$ cat config.mk
export PLATFORM = sky130hd
export DESIGN_NAME = oneshot_repeat
export DESIGN_NICKNAME = d
export VERILOG_FILES = /design/src/rtl/oneshot_repeat.sv
export SDC_FILE = /design/constraint.sdc
export NUM_CORES = 1
export LEC_CHECK = 0
export ABC_AREA = 1
export CORE_MARGIN = 2
export CORE_UTILIZATION = 45
export CTS_CLUSTER_SIZE = 30
export DETAILED_ROUTE_END_ITERATION = 16
export PLACE_DENSITY = 0.75
export SYNTH_ARGS = -nofsm -noshare
export SYNTH_HDL_FRONTEND = slang
export SYNTH_SLANG_ARGS = --single-unit
$ cat constraint.sdc
create_clock -name clk -period 3.85 [get_ports clk]
set_clock_uncertainty 0.15 [all_clocks]
set_input_delay 0.5775 -clock clk [delete_from_list [all_inputs] [get_ports clk]]
set_output_delay 0.5775 -clock clk [all_outputs]
set_load 0.005 [all_outputs]
$ cat src/rtl/oneshot_repeat.sv
// Turns a debounced button level into single-cycle command pulses with
// keyboard-style auto-repeat while held, plus a running pulse count.
module oneshot_repeat #(
  parameter int HOLD_TICKS = 50,
  parameter int RATE_TICKS = 10,
  parameter int CW         = 8,
  parameter int PW         = 8
) (
  input  logic          clk,
  input  logic          reset,
  input  logic          tick,
  input  logic          din,
  input  logic          en,
  output logic          pulse,
  output logic          held,
  output logic          repeating,
  output logic [PW-1:0] pcount
);

  typedef enum logic [1:0] {LOCK, IDLE, DELAY, REPEAT} state_t;

  localparam logic [CW-1:0] HOLD_LAST = CW'(HOLD_TICKS - 1);
  localparam logic [CW-1:0] RATE_LAST = CW'(RATE_TICKS - 1);

  state_t        state;
  logic [CW-1:0] cnt;

  always_ff @(posedge clk or negedge reset) begin
    if (!reset) begin
      state     <= LOCK;
      cnt       <= '0;
      pulse     <= 1'b0;
      held      <= 1'b0;
      repeating <= 1'b0;
      pcount    <= '0;
    end else begin
      pulse <= 1'b0;
      if (!en) begin
        state     <= LOCK;
        cnt       <= '0;
        held      <= 1'b0;
        repeating <= 1'b0;
      end else begin
        case (state)
          LOCK: begin
            if (!din) state <= IDLE;
          end
          IDLE: begin
            if (din) begin
              state  <= DELAY;
              cnt    <= '0;
              held   <= 1'b1;
              pulse  <= 1'b1;
              pcount <= pcount + 1'b1;
            end
          end
          DELAY: begin
            if (!din) begin
              state <= IDLE;
              cnt   <= '0;
              held  <= 1'b0;
            end else if (tick) begin
              if (cnt != HOLD_LAST) begin
                cnt <= cnt + 1'b1;
              end else if (!pulse) begin
                // A terminal tick landing on a pulse cycle is held over to the
                // next tick so pulses always stay at least two cycles apart.
                state     <= REPEAT;
                cnt       <= '0;
                repeating <= 1'b1;
                pulse     <= 1'b1;
                pcount    <= pcount + 1'b1;
              end
            end
          end
          REPEAT: begin
            if (!din) begin
              state     <= IDLE;
              cnt       <= '0;
              held      <= 1'b0;
              repeating <= 1'b0;
            end else if (tick) begin
              if (cnt != RATE_LAST) begin
                cnt <= cnt + 1'b1;
              end else if (!pulse) begin
                cnt    <= '0;
                pulse  <= 1'b1;
                pcount <= pcount + 1'b1;
              end
            end
          end
          default: begin
            state <= LOCK;
            cnt   <= '0;
          end
        endcase
      end
    end
  end

endmodule

# Word level (Yosys, flattened, before mapping)
# Index checks and enable logic that the tools add are counted.
dict set report op_classes {
  add_sub_neg 2
  eq_ne 27
  n_mux 47
  n_reduce_logical 9
}
# operator n
set ops {}
lappend ops {{2-to-1 mux 8 bit} 17}
lappend ops {{case mux 8 bit (3 select lines)} 2}
lappend ops {{!= test 3 bit, second input constant} 8}
lappend ops {{2-to-1 mux 1 bit} 17}
lappend ops {{adder 8 x 1 -> 8 bit, second input constant} 2}
lappend ops {{!= test 4 bit, second input constant} 4}
lappend ops {{2-to-1 mux 2 bit} 7}
lappend ops {{!= test 2 bit, second input constant} 7}
lappend ops {{AND reduction 9 bit} 1}
lappend ops {{!= test 8 x 4 -> 1 bit, second input constant} 1}
lappend ops {{!= test 8 x 6 -> 1 bit, second input constant} 1}
lappend ops {{case mux 2 bit (3 select lines)} 1}
lappend ops {{AND reduction 6 bit} 1}
lappend ops {{AND reduction 5 bit} 1}
lappend ops {{== test 2 bit, second input constant} 2}
lappend ops {{!= test 4 x 1 -> 1 bit, second input constant} 1}
lappend ops {{case mux 1 bit (2 select lines)} 2}
lappend ops {{AND reduction 4 bit} 1}
lappend ops {{OR reduction 2 bit} 2}
lappend ops {{!= test 3 x 1 -> 1 bit, second input constant} 1}
lappend ops {{!= test 3 x 2 -> 1 bit, second input constant} 1}
lappend ops {{case mux 1 bit (3 select lines)} 1}
lappend ops {{AND reduction 3 bit} 1}
lappend ops {{nonzero test 3 bit} 1}
lappend ops {{2 further kinds} 2}
dict set report word_totals {
  regBits 21
  in_bits 5
}

# Depth between registers and ports, before layout
# Gate-level depths: netlist of the first run.
dict set report depth {
  ltp_word 6
  ltp_mapped 11
}

# Worst setup path before layout of the first run
# Ideal clock, no wire load.
dict set report synth_timing {
  kind {register to register}
  from {reg state[0]}
  to {reg pcount[0]}
  arrival_time_ns 1.596
  slack_ns 1.978
  stages_incl_launch_ff 9
  path_buffers 1
  path_cell_list {dfrtp_1 inv_1 ha_1 buf_6 nor2_4 o21ai_2 nor3_4 nand2_4 xnor2_2}
}
dict set report synth_via {
  elab_chain_len 3
}
# element line
set synth_lines {}
lappend synth_lines {{start, declared} 25} ;# state_t state;
lappend synth_lines {{start signal, assigned} 30} ;# state <= LOCK;
lappend synth_lines {{start signal, assigned} 39} ;# state <= LOCK;
lappend synth_lines {{start signal, assigned} 46} ;# if (!din) state <= IDLE;
lappend synth_lines {{== test 2 bit or == test 2 x 1 -> 1 bit (tied branches)} 44} ;# case (state)
lappend synth_lines {{!= test 2 bit (no line) or nonzero test 3 bit (tied branches)} -}
lappend synth_lines {{AND reduction 9 bit (no line)} -}
lappend synth_lines {{end signal, assigned} 54} ;# pcount <= pcount + 1'b1;
lappend synth_lines {{end signal, assigned} 72} ;# pcount <= pcount + 1'b1;
lappend synth_lines {{end signal, assigned} 88} ;# pcount <= pcount + 1'b1;
lappend synth_lines {{end, declared} 17} ;# output logic [PW-1:0] pcount
# Parallel ways exist; a longest one is shown, timed or not.
# A chain may end at the register's enable or synchronous reset.

# Final worst setup path of the first run
dict set report layout_timing {
  from {reg state[0]}
  to {reg cnt[7]}
}
dict set report layout_via {
  elab_chain_len 3
}
# element line
set layout_lines {}
lappend layout_lines {{== test 2 bit or == test 2 x 1 -> 1 bit (tied branches)} 44}
lappend layout_lines {{!= test 4 x 1 -> 1 bit (no line), or another cell as far along} -}
lappend layout_lines {{AND reduction 4 bit (no line) or 2-to-1 mux 8 bit (tied branches)} -}
lappend layout_lines {{end signal, assigned} 64} ;# cnt <= cnt + 1'b1;
lappend layout_lines {{end signal, assigned} 84} ;# cnt <= cnt + 1'b1;
lappend layout_lines {{end, declared} 26} ;# logic [CW-1:0] cnt;
# Parallel ways exist; a longest one is shown, timed or not.

==> impl_metrics.py, run 1 <==
metrics = {
    "worst_hold_path": {
        "hold_path.class": "flop to flop",
    },
    "routing": {
        "met1_length_mm": 1.72,
        "wl_per_cell_um": 11.7,
        "drtPass1Iterations": 4,
        "post_drt_via_cell_ratio": 4.96,
        "wl_met2_mm": 1.43,
        "drt_first_iter_violations": 84,
        "drc": 0,
        "dr_total_vias": 1408,
        "wl_met3_um": 140,
        "ant_nets": 0,
        "routed.top_layer": "met4",
        "wl_mm": 3.32,
    },
    "cts": {
        "holdBufCountCts": 0,
        "clk_latency_ps": 300,
        "cts_buffers": 3,
        "clockBufferDepth": 2,
        "cts-root-buf": "clkbuf_4",
        "clkTransAtPathRegs_ps": 110,
        "cts_setup_buffers": 0,
        "cts_resized": 0,
        "cts_sinks": 21,
        "tritoncts": "done",
        "cts_max_level": 1,
    },
    "timing": {
        "final.period_utilization_pct": 56.6,
        "tightest_slew_ps": 976,
        "setup_violations": 0,
        "rsz0062_at_grt": "false",
        "post-route-min-period_ps": 2180,
        "setup_tns_ps": 0,
        "final-max-slew-violation-count": 0,
        "max_freq_mhz": 459,
        "hold_viol": 0,
        "slew_headroom_pct": 34.8,
    },
    "logic_synthesis": {
        "synthTopCellsByArea": "dfrtp_1 (33%), nand2_1 (17%), nand3_1 (7.1%)",
        "avgSynthCellArea_um2": 7.26,
        "synth_area_mm2": 0.00161,
        "netlist_instances": 222,
        "yosys.area.top_type": "dfrtp_1",
        "yosysUniqueCellTypes": 29,
        "synth-seq-cells": 21,
        "yosysWarningCount": 0,
        "synth.top_cell.area_share_pct": 32.6,
        "yosysSeqAreaShare_pct": 32.6,
        "syn_nets": 235,
    },
    "run": {
        "maxCapViolations": 0,
    },
    "placed_design": {
        "io_buffers": 15,
        "place_hpwl_mm": 2.53,
        "place_congestion": 0.884,
    },
    "floorplanning": {
        "io_pins": 16,
        "fp-row-count": 21,
        "die_area_mm2": 0.00408,
        "die_x_um": 63.9,
        "die_y_um": 63.9,
        "fp.coreArea_mm2": 0.00339,
        "start_util_pct": 47.6,
    },
    "global_routing": {
        "antenna_found_initial": 0,
        "track_usage_pct": 17.8,
        "grt_pass1_vias": 1254,
        "grt_max_degree": 22,
        "grt_pass1_wl_mm": 5.82,
        "overflow": 0,
    },
    "critical_path": {
        "endpoint_kind": "flop",
        "cp_max_fo": 11,
        "rrSetupSlack_ps": 1670,
        "start_kind": "flop",
        "cp.required_ps": 3900,
        "r2r_cells": 11,
        "cp.arrival_ps": 2230,
        "worstSetupPathType": "flop to flop",
        "worstSetupStartpoint": "state[0]",
        "timing.rr.start": "state[0]",
        "endpoint": "cnt[7]",
        "reg2reg_to": "cnt[7]",
    },
    "finish": {
        "drive_gt1_share_pct": 13.9,
        "n_antenna_cell": 0,
        "nets": 252,
        "area_growth_pct": 13.2,
        "final_util_pct": 53.9,
    },
    "pwr": {
        "p_leak_nw": 0.899,
        "ir_drop_mv": 0.277,
        "powerDensity_mw_per_mm2": 452,
    },
    "status": {
        "outcome": "finished clean",
    },
}
-- layer usage --
layer | track usage (%) | up-vias
met1 | 26.6 | 628
met5 | 0 | -
met4 | 5.98 | 0
li1 | - | 746
met2 | 25.8 | 32
met3 | 3.17 | 2
-- layout make-up --
type / instances / area, um^2
Timing Repair Buffer: 15 / 150
Multi-Input combinational cell: 177 / 986
Sequential cell: 21 / 526
Inverter: 21 / 80.1
Clock buffer: 4 / 26.3
Fill cell: 305 / 1560
Tap cell: 46 / 57.6
-- cell usage after synthesis, drive strengths merged --
| cell | number |
|---|---|
| a31oi | 2 |
| ha | 8 |
| o22ai | 1 |
| xor2 | 4 |
| nor2 | 17 |
| clkinv | 1 |
| nand3 | 23 |
| a21oi | 4 |
| nand2 | 80 |
| xnor2 | 6 |
| or2 | 4 |
| o22a | 1 |
| inv | 20 |
| nor3 | 4 |
| nand4 | 3 |
| buf | 3 |
| o21ai | 20 |
| dfrtp | 21 |
-- cell families after synthesis --
kind of cell	count (synthesis)	share of synthesized area (%)
compound gates	28	10.1
xor+xnor	10	5.90
fa+ha+maj	8	6.21
buf+inv	24	6.28
flops	21	32.6
simple gates	131	38.9
-- worst max-delay path: stages (launching register included) --
cell,delay [ps]
dfrtp_1,460
inv_1,100
ha_1,470
nand2_2,190
o21ai_1,240
inv_2,80
nand2_4,120
inv_2,60
nand2_1,60
nand2_1,40
nand3_1,60
nand2_1,50
-- state kept, by name, summed over array words and instances (netlist names) --
| name | count |
|---|---|
| pulse | 1 |
| held | 1 |
| cnt | 8 |
| repeating | 1 |
| state | 2 |
| pcount | 8 |
-- stage by stage --
| step | hold WS, ps | cells | cell area, um^2 | power, mW | setup WS [ps] |
|---|---|---|---|---|---|
| 6_report | 356 | 284 | 1830 | 0.825 | 1670 |
| 5_1_grt | 396 | 284 | 1830 | 0.896 | 1410 |
| 4_1_cts | 358 | 284 | 1830 | 0.835 | 1660 |
| 3_5_place_dp | 318 | 280 | 1800 | 0.724 | 1480 |
| 3_3_place_gp | 325 | 280 | 1800 | 0.723 | 1550 |
| 2_1_floorplan | 132 | 222 | 1610 | 0.604 | 1980 |
-- placed cells by master (no fill, tap or decap) --
| cell type | count |
|---|---|
| clkbuf_1 | 1 |
| or2_2 | 2 |
| or2_1 | 2 |
| a31oi_1 | 2 |
| nor3_1 | 2 |
| xor2_1 | 4 |
| nor2_2 | 5 |
| nand2_1 | 72 |
| o22ai_1 | 1 |
| nand3_1 | 23 |
| clkinv_2 | 1 |
| clkbuf_4 | 3 |
| o21ai_0 | 6 |
| nand2_4 | 3 |
| o21ai_2 | 4 |
| o21ai_1 | 10 |
| dfrtp_1 | 21 |
| xnor2_2 | 1 |
| a21oi_1 | 4 |
| clkdlybuf4s50_1 | 15 |
| nor2_4 | 2 |
| ha_1 | 8 |
| nor2_1 | 10 |
| nand4_1 | 3 |
| nor3_4 | 2 |
| xnor2_1 | 5 |
| inv_2 | 5 |
| inv_1 | 15 |
| nand2_2 | 5 |
| o22a_1 | 1 |
-- how the worst min path moves through the flow --
stage,from,endpoint,slack (ps),cells after the start
CTS,repeating,repeating,360,2
floorplan,reset,cnt[0],130,0
global placement,repeating,repeating,330,2
finish,repeating,repeating,360,2
global route,held,held,400,1
detailed placement,repeating,repeating,320,2
-- power by group --
part	internal, mW	switching [mW]	total, mW
logic	0.176	0.236	0.411
registers	0.259	0.0505	0.309
clock network	0.0404	0.0641	0.104
total	0.475	0.350	0.825
No activity file was read; power rests on OpenSTA's default activity.
==> run 2, diff against run 1 <==
Settings changed: PLACE_DENSITY 0.75 to 0.78.
Clock period 3.85 ns to 1.9 ns, I/O delays scaled along.
==> run 2 against run 1 <==
  * Maximum frequency increased by 19%
  * Clock-buffer cell count is 1 lower
  * Die area did not move
  * Sequential cell count is the same
  * Critical endpoint is now pcount[0]
  * Highest routed layer unchanged
==> impl_metrics.py, run 2 (synthesis gave the netlist of run 1 again) <==
metrics = {
    "global_routing": {
        "antenna_found_initial": 0,
        "overflow": 0,
        "track_usage_pct": 18.8,
        "grt_max_degree": 22,
        "grt_pass1_wl_mm": 6.04,
        "grt_pass1_vias": 1295,
    },
    "finish": {
        "final_util_pct": 60.0,
        "finalInstanceArea_mm2": 0.00203,
        "final_common_cell": "nand2_1",
        "fill_cells": 298,
        "seqCellArea_um2": 529,
        "area_growth_pct": 26.1,
        "drive_gt1_share_pct": 23.9,
        "reg_top3": "cnt x8, pcount x8, state x2",
        "nets": 273,
        "final_cell_mix": "nand2_1 (71), nand3_1 (23), buf_4 (21)",
        "n_antenna_cell": 0,
        "multi_input_area_mm2": 0.00103,
    },
    "pwr": {
        "clkPwrFrac_pct": 11.7,
        "p_leak_nw": 0.998,
        "design_power_total_mw": 1.95,
        "p_int_mw": 1.14,
        "powerDensity_mw_per_mm2": 959,
        "p_seq_share_pct": 32.5,
        "pwr-share-comb_pct": 55.8,
        "ir_drop_mv": 0.654,
        "swShare_pct": 41.4,
        "power_switching_mw": 0.808,
    },
    "routing": {
        "drt_first_iter_violations": 87,
        "drc": 0,
        "wl_mm": 3.63,
        "wl_met2_mm": 1.64,
        "drtPass1Iterations": 4,
        "post_drt_via_cell_ratio": 5.08,
        "wl_met3_um": 166,
        "routed.top_layer": "met4",
        "wl_per_cell_um": 11.9,
        "met1_length_mm": 1.78,
        "ant_nets": 0,
        "dr_total_vias": 1549,
    },
    "floorplanning": {
        "io_pins": 16,
        "start_util_pct": 47.6,
        "fp.coreArea_mm2": 0.00339,
        "die_area_mm2": 0.00408,
        "fp-row-count": 21,
        "die_y_um": 63.9,
        "die_x_um": 63.9,
    },
    "critical_path": {
        "critPathTopFamily": "flip-flops",
        "crit_top_cell": "inv_1",
        "start_kind": "flop",
        "cp.required_ps": 1950,
        "worstSetupPathType": "flop to flop",
        "path_cells": "inv_1, ha_1, inv_1, a21oi_2, nor3_4, buf_4, nand2_8, xnor2_2",
        "cp.arrival_ps": 1880,
        "worst-path-buf-inv": 3,
        "cpPeakStageDelay_ps": 470,
        "cp_max_fo": 10,
        "endpoint_kind": "flop",
        "crit_slowest_cell": "dfrtp_2",
    },
    "cts": {
        "clockBufferDepth": 2,
        "cts-root-buf": "clkbuf_4",
        "clkTransAtPathRegs_ps": 140,
        "cts_buffers": 3,
        "tritoncts": "done",
        "clk_latency_ps": 320,
        "cts_max_level": 1,
        "cts_sinks": 21,
    },
    "timing": {
        "setup_tns_ps": 0,
        "slew_headroom_pct": 79.2,
        "tightest_slew_ps": 311,
        "setup_violations": 0,
        "final-max-slew-violation-count": 0,
        "post-route-min-period_ps": 1830,
        "hold_viol": 0,
        "max_freq_mhz": 546,
        "final.period_utilization_pct": 96.4,
        "whs_ps": 146,
    },
    "placed_design": {
        "place_hpwl_mm": 2.73,
        "placed_area_mm2": 0.00193,
        "place_congestion": 0.885,
        "io_buffers": 15,
    },
    "worst_hold_path": {
        "hold_path.class": "input pin to asynchronous set/reset pin",
    },
    "status": {
        "outcome": "finished clean",
    },
    "run": {
        "maxCapViolations": 0,
    },
}
[run 2: changes by cell type in the layout (fill, tap and decap cells not counted), sizes merged]
cell and change:
buf +21, clkbuf -1, inv +1
[run 2: routing by layer]
| layer | GRT usage, % | vias up |
|---|---|---|
| met5 | 0 | - |
| met3 | 2.64 | 4 |
| li1 | - | 795 |
| met1 | 28.0 | 715 |
| met2 | 28.1 | 35 |
| met4 | 5.71 | 0 |
[run 2: power groups by stage]
| stage | Clock, mW | Combinational [mW] | Sequential [mW] |
|---|---|---|---|
| floorplan | 0 | 0.600 | 0.624 |
| global placement | 0 | 0.982 | 0.626 |
| detailed placement | 0 | 0.988 | 0.628 |
| CTS | 0.236 | 0.995 | 0.618 |
| global route | 0.262 | 1.21 | 0.648 |
| finish | 0.228 | 1.09 | 0.633 |
[run 2: path summary, 6_finish.rpt]
| kind | cells past startpoint | slack (ps) | from | endpoint |
|---|---|---|---|---|
| max in group asynchronous | 2 | 1210 | reset | held |
| hold / removal | 2 | 150 | reset | cnt[0] |
| min in group clk | 2 | 350 | repeating | repeating |
| setup reg to reg | 8 | 70 | state[1] | pcount[0] |
| setup / recovery | 8 | 70 | state[1] | pcount[0] |
| hold reg to reg | 2 | 350 | repeating | repeating |
[run 2: stage by stage]
| stage | instances | worst slack [ps] |
|---|---|---|
| global placement | 298 | -28.6 |
| CTS | 302 | 31.1 |
| detailed placement | 298 | -73.6 |
| floorplan | 222 | 28.3 |
| finish | 305 | 69.0 |
| global route | 305 | -8.25 |
[run 2: area by class of cell]
cell class / instances / share of cell area, %
Timing Repair Buffer: 36 / 15.1
Inverter: 21 / 4.00
Clock buffer: 3 / 1.11
Clock inverter: 1 / 0.246
Sequential cell: 21 / 26.0
Tap cell: 46 / 2.83
Multi-Input combinational cell: 177 / 50.7
[run 2: what timing repair did]
item                       4_1_cts  5_1_grt
resized for setup                0       12
setup endpoints to repair        0       17
hold buffers                     0        0
buffers inserted                 0        3
==> run 3, diff against run 2 <==
Settings changed: ABC_AREA 1 to not set, CORE_MARGIN 2 to not set, PLACE_DENSITY 0.78 to 0.67.
==> run 3 against run 2 <==
  * The flow now finishes with violations (design-rule violations, negative setup slack)
  * Routed wire length fell by 12%
  * Sequential share of layout area rose by 0.80 points
  * Clock-buffer cell count did not move
  * Cell area fell by 3.2%
  * Core utilization rose by 10 points
  * Cell count fell by 28%
  * First-iteration DRC count fell by 64%
  * Sequential power fell by 4.7%
  * Maximum frequency fell by 17%
  * Critical endpoint is now pcount[1]
  * Non-clock buffer count rose by 18
  * Critical path type unchanged
  * Highest routed layer unchanged
==> impl_metrics.py, run 3 <==
metrics = {
    "critical_path": {
        "cpPeakStageDelay_ps": 460,
        "critPathTopFamily": "simple AND/OR/NAND/NOR gates",
        "crit_cells": 6,
        "worst-path-buf-inv": 1,
        "endpoint_kind": "flop",
        "worstSetupStartpoint": "state[0]",
        "worstSetupPathType": "flop to flop",
        "cp_max_fo": 8,
        "reg2reg_to": "pcount[1]",
        "timing.rr.start": "state[0]",
        "start_kind": "flop",
        "crit_slowest_cell": "dfrtp_2",
        "endpoint": "pcount[1]",
        "cp.arrival_ps": 2270,
        "rrSetupSlack_ps": -310,
        "path_cells": "ha_2, or3_1, a221oi_2, and4bb_1, buf_6, mux2_4",
        "cp.required_ps": 1960,
        "r2r_cells": 6,
    },
    "logic_synthesis": {
        "synth_common_cells": "dfrtp_1 (21), o21ai_0 (11), nand2_1 (9)",
        "yosysWarningCount": 0,
        "async_flop_share_pct": 100,
        "ys.flop_type": "dfrtp_1",
        "synth.top_cell.area_share_pct": 38.9,
        "netlist_instances": 134,
        "synthTopCellsByArea": "dfrtp_1 (39%), ha_1 (7.4%), o21ai_0 (4.1%)",
        "synth_edf_count": 0,
        "syn_nets": 147,
        "yosys.area.top_type": "dfrtp_1",
        "yosysSeqAreaShare_pct": 38.9,
        "avgSynthCellArea_um2": 10.1,
        "synth-seq-cells": 21,
        "yosys.cell_count.top_type": "dfrtp_1",
        "synth_area_mm2": 0.00135,
        "yosysUniqueCellTypes": 50,
    },
    "cts": {
        "cts_buffers": 3,
        "clkTransAtPathRegs_ps": 130,
        "holdBufCountCts": 0,
        "cts_max_level": 1,
        "cts_sinks": 21,
        "tritoncts": "done",
        "cts-root-buf": "clkbuf_4",
        "clk_latency_ps": 320,
        "clockBufferDepth": 2,
    },
    "routing": {
        "post_drt_via_cell_ratio": 5.51,
        "wl_mm": 3.20,
        "dr_total_vias": 1207,
        "ant_nets": 0,
        "drtPass1Iterations": 10,
        "drc": 2,
        "wl_per_cell_um": 14.6,
        "drt_first_iter_violations": 31,
    },
    "run": {
        "maxCapViolations": 0,
    },
    "placed_design": {
        "place_hpwl_mm": 2.32,
        "io_buffers": 15,
        "place_congestion": 0.838,
        "placed_area_mm2": 0.00175,
    },
    "global_routing": {
        "grt_pass1_wl_mm": 5.23,
        "grt_pass1_vias": 1192,
        "overflow": 0,
        "grt_max_degree": 22,
        "track_usage_pct": 20.6,
        "antenna_found_initial": 0,
    },
    "timing": {
        "slew_headroom_pct": 74.5,
        "max_freq_mhz": 453,
        "setup_violations": 17,
        "tightest_slew_ps": 382,
        "setup_ws_ps": -308,
        "final-max-slew-violation-count": 0,
        "rsz0062_at_grt": "true",
        "post-route-min-period_ps": 2210,
        "hold_viol": 0,
        "final.period_utilization_pct": 116,
    },
    "floorplanning": {
        "die_y_um": 56.8,
        "fp.coreArea_mm2": 0.00281,
        "start_util_pct": 48.2,
        "die_area_mm2": 0.00323,
        "fp-row-count": 19,
        "die_x_um": 56.8,
        "io_pins": 16,
    },
    "finish": {
        "finalInstanceArea_mm2": 0.00197,
        "drive_gt1_share_pct": 42.6,
        "n_antenna_cell": 0,
        "area_growth_pct": 45.7,
        "final_util_pct": 70.2,
        "final_cell_mix": "buf_4 (35), dfrtp_1 (19), clkdlybuf4s50_1 (15)",
        "final_common_cell": "buf_4",
        "nets": 202,
        "reg_top3": "cnt x8, pcount x8, state x2",
    },
    "worst_hold_path": {
        "hold_path.class": "input pin to asynchronous set/reset pin",
    },
    "status": {
        "violations": "design-rule violations, negative setup slack",
        "outcome": "finished with violations",
    },
    "pwr": {
        "powerDensity_mw_per_mm2": 820,
        "p_leak_nw": 0.859,
        "ir_drop_mv": 0.855,
    },
}
## run 3: cell types whose count changed after synthesis, sizes merged, moves of 4 or more
| cell | change |
|---|---|
| nor2 | -13 |
| inv | -13 |
| and3 | +4 |
| nand3 | -19 |
| o21ai | -9 |
| nand2 | -71 |
| a21o | +4 |
## run 3: worst min-delay path by stage
| stage | startpoint | to | slack (ps) | depth (start not counted) |
|---|---|---|---|---|
| 6_report | reset | repeating | 150 | 2 |
| 5_1_grt | reset | cnt[7] | 160 | 2 |
| 4_1_cts | reset | repeating | 150 | 2 |
| 3_5_place_dp | pcount[6] | pcount[6] | 340 | 1 |
| 3_3_place_gp | pcount[7] | pcount[7] | 310 | 1 |
| 2_1_floorplan | reset | cnt[0] | -160 | 0 |
## run 3: power breakdown
part / total (mW) / internal (mW) / switching (mW)
registers: 0.603 / 0.515 / 0.0876
logic: 0.782 / 0.455 / 0.327
clock network: 0.231 / 0.0804 / 0.151
## run 3: repair_timing
item / CTS / global route
setup buffers: 4 / 3
endpoints found under the hold margin: 0 / 0
pin swaps: 15 / 11
setup endpoints to repair: 17 / 19
gates resized for setup: 15 / 23
## run 3: cell families after synthesis
kind of cell / after synthesis / synth area share (%)
flops: 21 / 38.9
compound gates: 37 / 20.8
fa+ha+maj: 8 / 7.41
mux: 2 / 1.57
simple gates: 48 / 21.7
buf+inv: 11 / 5.09
xor+xnor: 7 / 4.54
## run 3: layout make-up
type                    count  area (um^2)
inverters                   7         26.3
flip-flops and latches     21          528
well taps                  31         38.8
clock inverters             1         7.51
multi-input cells         102          888
fillers                   216          836
repair buffers             54          458
clock buffers               3         22.5
## run 3: worst reg2reg max path, stage by stage (launching register included)
cell	delay (ps)
dfrtp_2	460
ha_2	190
or3_1	380
a221oi_2	240
and4bb_1	260
buf_6	140
mux2_4	300
## run 3: per-layer routing
metal | track usage, % | part of all wire (%) | vias up
li1 | - | - | 600
met1 | 27.7 | 47 | 588
met2 | 34.2 | 50 | 15
met3 | 4.38 | 2.4 | 4
met4 | 4.53 | 0.66 | 0
met5 | 0 | 0 | -
## run 3: per-stage QoR
step	setup slack, ps	power [mW]	std cells	setup TNS, ps	hold WS (ps)
after CTS	-300	1.56	216	-3240	154
after global placement	-288	1.23	208	-3280	314
after floorplan	-288	0.951	134	-1830	-161
after detailed placement	-387	1.24	208	-4070	337
final	-308	1.62	219	-3320	148
after global routing	-377	1.72	219	-4690	164
